===== config.mk =====
export PLATFORM = sky130hd
export DESIGN_NAME = bsg_cgol_ctrl
export DESIGN_NICKNAME = d
export VERILOG_FILES = /design/src/rtl/bsg_cgol_ctrl.sv
export SDC_FILE = /design/constraint.sdc
export NUM_CORES = 1
export LEC_CHECK = 0
export BUFFER_PORTS_ARGS = -buffer_cell sky130_fd_sc_hd__buf_2
export CAP_MARGIN = 30
export CORE_MARGIN = 4
export CORE_UTILIZATION = 50
export CTS_CLUSTER_SIZE = 40
export DETAILED_ROUTE_END_ITERATION = 7
export PLACE_DENSITY = 0.74
export SYNTH_ARGS = -nofsm -noshare
export SYNTH_HDL_FRONTEND = slang
export SYNTH_SLANG_ARGS = --single-unit
export TNS_END_PERCENT = 5

===== constraint.sdc =====
create_clock -name clk_i -period 2.1 [get_ports clk_i]
set_input_delay 0.525 -clock clk_i [delete_from_list [all_inputs] [get_ports clk_i]]
set_output_delay 0.525 -clock clk_i [all_outputs]
set_load 0.05 [all_outputs]

===== src/rtl/bsg_cgol_ctrl.sv =====
// ----------------------------------------------------------------------------
// bsg_cgol_ctrl
//
// Sequencing controller for the Game of Life cell array. It accepts a new
// game (generation count; the board itself travels on the datapath bus),
// pulses the array load strobe for one cycle, then enables the array for
// exactly the requested number of generations. After that it presents the
// finished board as valid until the consumer takes it.
//
// Ports:
//   clk_i        clock
//   reset_i      synchronous active-high reset
//   v_i          new game valid (game_len_i stable while v_i)
//   game_len_i   generations to simulate, 0..max_game_length_p
//                (larger values saturate to max_game_length_p)
//   ready_o      controller accepts a new game
//   update_o     common update_i of all cells: load board value
//   en_o         common en_i of all cells: advance one generation
//   v_o          result board valid on the cell outputs
//   yumi_i       consumer accepts result (ignored while v_o=0)
//   frame_cnt_o  generations completed in the current game
//   pause_i      (only with BSG_CGOL_CTRL_PAUSE_EN) hold the run in place
//
// Build option:
//   BSG_CGOL_CTRL_PAUSE_EN  adds pause_i. While in RUN, pause_i=1 drops en_o
//                           and freezes the generation counter and state, so
//                           the generation count stays exact across pauses.
//                           No effect in IDLE, LOAD or DONE.
// ----------------------------------------------------------------------------
module bsg_cgol_ctrl #(
  parameter  int max_game_length_p = 1000,
  localparam int lg_w              = $clog2(max_game_length_p + 1)
) (
  input  logic            clk_i,
  input  logic            reset_i,
  input  logic            v_i,
  input  logic [lg_w-1:0] game_len_i,
  output logic            ready_o,
  output logic            update_o,
  output logic            en_o,
  output logic            v_o,
  input  logic            yumi_i,
`ifdef BSG_CGOL_CTRL_PAUSE_EN
  input  logic            pause_i,
`endif
  output logic [lg_w-1:0] frame_cnt_o
);

  typedef enum logic [1:0] {
    IDLE = 2'd0,
    LOAD = 2'd1,
    RUN  = 2'd2,
    DONE = 2'd3
  } state_e;

  localparam logic [lg_w-1:0] max_len_lp = lg_w'(max_game_length_p);
  localparam logic [lg_w-1:0] one_lp     = lg_w'(1);
  localparam logic [lg_w-1:0] zero_lp    = '0;

  state_e          state_reg;
  logic [lg_w-1:0] len_reg;
  logic [lg_w-1:0] cnt_reg;
  logic [lg_w-1:0] cnt_inc;
  logic [lg_w-1:0] len_sat;
  logic            ready_reg;
  logic            update_reg;
  logic            en_reg;
  logic            v_reg;
  logic            run_adv;

  assign cnt_inc = cnt_reg + one_lp;

  // Out-of-range lengths are clamped so a bad request can never run past
  // the counter range or the board's intended maximum.
  assign len_sat = (game_len_i > max_len_lp) ? max_len_lp : game_len_i;

`ifdef BSG_CGOL_CTRL_PAUSE_EN
  // The pause gates the enable in the same cycle it freezes the counter, so
  // every en_o cycle seen by the array is matched by exactly one count.
  assign run_adv = ~pause_i;
  assign en_o    = en_reg & ~pause_i;
`else
  assign run_adv = 1'b1;
  assign en_o    = en_reg;
`endif

  assign ready_o     = ready_reg;
  assign update_o    = update_reg;
  assign v_o         = v_reg;
  assign frame_cnt_o = cnt_reg;

  // Single state machine; every output flop is loaded with the decode of the
  // state being entered, so the outputs are Moore and glitch-free.
  always_ff @(posedge clk_i) begin
    if (reset_i) begin
      state_reg  <= IDLE;
      len_reg    <= zero_lp;
      cnt_reg    <= zero_lp;
      ready_reg  <= 1'b1;
      update_reg <= 1'b0;
      en_reg     <= 1'b0;
      v_reg      <= 1'b0;
    end else begin
      case (state_reg)
        IDLE: begin
          if (v_i && ready_reg) begin
            len_reg    <= len_sat;
            cnt_reg    <= zero_lp;
            state_reg  <= LOAD;
            ready_reg  <= 1'b0;
            update_reg <= 1'b1;
          end
        end

        LOAD: begin
          update_reg <= 1'b0;
          if (len_reg != zero_lp) begin
            state_reg <= RUN;
            en_reg    <= 1'b1;
          end else begin
            state_reg <= DONE;
            v_reg     <= 1'b1;
          end
        end

        RUN: begin
          if (run_adv) begin
            cnt_reg <= cnt_inc;
            // Leaving after the len_reg-th enabled cycle.
            if (cnt_inc == len_reg) begin
              state_reg <= DONE;
              en_reg    <= 1'b0;
              v_reg     <= 1'b1;
            end
          end
        end

        DONE: begin
          // ready returns only in the cycle after yumi, so a game can never
          // be accepted on the same edge that retires the previous result.
          if (yumi_i) begin
            state_reg <= IDLE;
            v_reg     <= 1'b0;
            ready_reg <= 1'b1;
          end
        end

        default: begin
          state_reg  <= IDLE;
          ready_reg  <= 1'b1;
          update_reg <= 1'b0;
          en_reg     <= 1'b0;
          v_reg      <= 1'b0;
        end
      endcase
    end
  end

endmodule


==> metrics.txt <==
worst setup margin=54.7 ps; worst hold slack=418 ps; post-route cell area=1980 sq um; Achievable Freq=489 MHz; row cnt=20; initial antenna violation count=0; layout cells sized above 1=29.9%; number of flops mapped to enable cells by yosys=0; PwrDens=948 nW/um^2; max_slew headroom=73.2%; All-Layer GR Usage=20.0%; Area after DPL=1890 sq um; commonest non-fill, non-tap cell in the layout=buf_2; WL final=3970 um; worst hold path type=in2reg; Syn Nets=226; H-tree levels=1; Antenna Cells=0; average wire per standard cell=13.9 um; GRT overflow=0; ANT nets after route=0; critical path's slowest cell=or4_4; Unique masters post-synth=51; sequential area share after synthesis=31.6%; Die H=65.4 um; maximum fanout along the worst path=6; top_reg_cell synth=dfxtp_1; die extent in x=65.4 um; IO Pins=28; Place WS=42.3 ps; Setup crit start kind=flop; area grow syn2layout=20.5%; Core ar.=3100 sq um; crit path buf inv count=0; # port buffers=27; Setup Skew=10.9 ps; RSZ-0062 raised after global routing=yes; Data arrival, critical path=2280 ps; maximum vdd drop=0.558 mV; crit end category=flop; hold_buf cts=0; CTS root buf=clkbuf_4; Finished Core Util=64.0%; Clock Path Buffers=2; Synth Cell Area=1650 sq um; final-report setup violation count=0; Leak=0.793 nW; crit share post-route=97.4%; hpwl dp=3010 um; Least-Margin Pin Slew=398 ps; Crit Path Category=reg2reg; total negative setup slack=0 ps; most frequent cells in the layout=27 x buf_2, 25 x nor2_1, 22 x nand2_1; largest net degree at the start of global routing=17; flops & latches, synth=26; Initial DRC Count=113; DRC Markers=0; crit path cell chain=ha_4, nand3_4, or4_4, nand4_2, o211ai_1, o21ai_1, mux2_1; routability cong.=0.824; DR pass1 iterations=4; synthesized instance count=206; minimum clock period=2050 ps; Via density=5.72; status=complete, no violations; clock insertion delay at the later pin of the skew report=340 ps; Worst path top cell family by delay=simple AND/OR/NAND/NOR gates; ys async rst share=0%; vias in the first global route=1441; Final Hold Violating Endpoints=0; CTS buffer count=3; max_cap viols=0; CTS tree=built; clock sink count=26; largest stage delay on the critical path=530 ps; synth warn=0; total vias in the final route=1629; Initial Util=53.1%; Die Area=4280 sq um; syn_area_per_cell=7.99 sq um; first-pass GRT wire length=6690 um; nets@finish=262; Req. time, crit path=2330 ps; Max Slew Vio Count=0; Reg clk slew, reported paths=150 ps
[report_power, final]
| part | switching, mW | total (mW) | internal, mW |
|---|---|---|---|
| registers | 0.0873 | 0.662 | 0.574 |
| logic | 0.600 | 0.989 | 0.389 |
| clock network | 0.155 | 0.229 | 0.0747 |
[synth_stat cells, types with 3 or more instances]
master	count	share of area (%)
dfxtp_1	26	32
nor2_1	26	5.9
nand2_1	22	5.0
a21oi_1	21	6.4
o21ai_0	9	2.7
nand3_1	7	2.1
xnor2_1	7	3.7
ha_1	6	4.6
inv_1	6	1.4
nand2b_1	5	1.9
nand4_1	5	1.9
clkbuf_1	4	0.91
or4_1	4	1.8
xor2_1	4	2.1
a22oi_1	3	1.4
and3_1	3	1.1
nor4_1	3	1.1
o211ai_1	3	1.4
or3_1	3	1.1
[metrics by stage]
| step | total power, mW | cells |
|---|---|---|
| after floorplan | 1.38 | 206 |
| after detailed placement | 1.65 | 276 |
| final | 1.88 | 285 |
| after global placement | 1.64 | 276 |
| after global routing | 2.06 | 285 |
| after CTS | 1.88 | 281 |
[metal layers]
layer  GRT usage, %  routed length (um)  vias up  part of all wire [%]
met5              0                   0        -                     0
met4           7.25                  50        0                   1.3
met3           3.76                 196        5                   4.9
met2           31.7                1860       49                    47
met1           26.9                1870      754                    47
li1               -                   -      821                     -
[worst reg2reg max path: stages, from the launching register on]
cell and delay (ps):
dfxtp_4 420, ha_4 180, nand3_4 100, or4_4 530, nand4_2 130, o211ai_1 110
o21ai_1 160, mux2_1 330
[what timing repair did]
action                     in CTS  in global routing
pin swaps                       0                  3
setup endpoints to repair       1                  2
buffers inserted                1                  4
resized for setup               0                  6
[path summary, 6_finish.rpt]
kind	slack, ps	to	cells past startpoint	start
max	50	v_o	7	frame_cnt_o[1]
min	420	len_reg[3]	3	game_len_i[3]
max reg2reg	50	v_o	7	frame_cnt_o[1]
min reg2reg	490	en_o	2	en_o
[kinds of logic after synthesis]
| logic type | after synthesis | synth area share (%) |
|---|---|---|
| compound gates | 51 | 20.7 |
| xor+xnor | 11 | 5.85 |
| fa+ha+maj | 6 | 4.56 |
| buf+inv | 15 | 4.25 |
| flops | 26 | 31.6 |
| mux | 4 | 2.58 |
| simple gates | 93 | 30.4 |
[cell type report]
cell class | count | area, sq um
flip-flops and latches | 26 | 543
inverters | 6 | 22.5
multi-input cells | 165 | 1100
well taps | 44 | 55.1
clock buffers | 4 | 26.3
repair buffers | 40 | 233
fillers | 295 | 1120
Note: power is estimated with default switching activity, not from simulation.
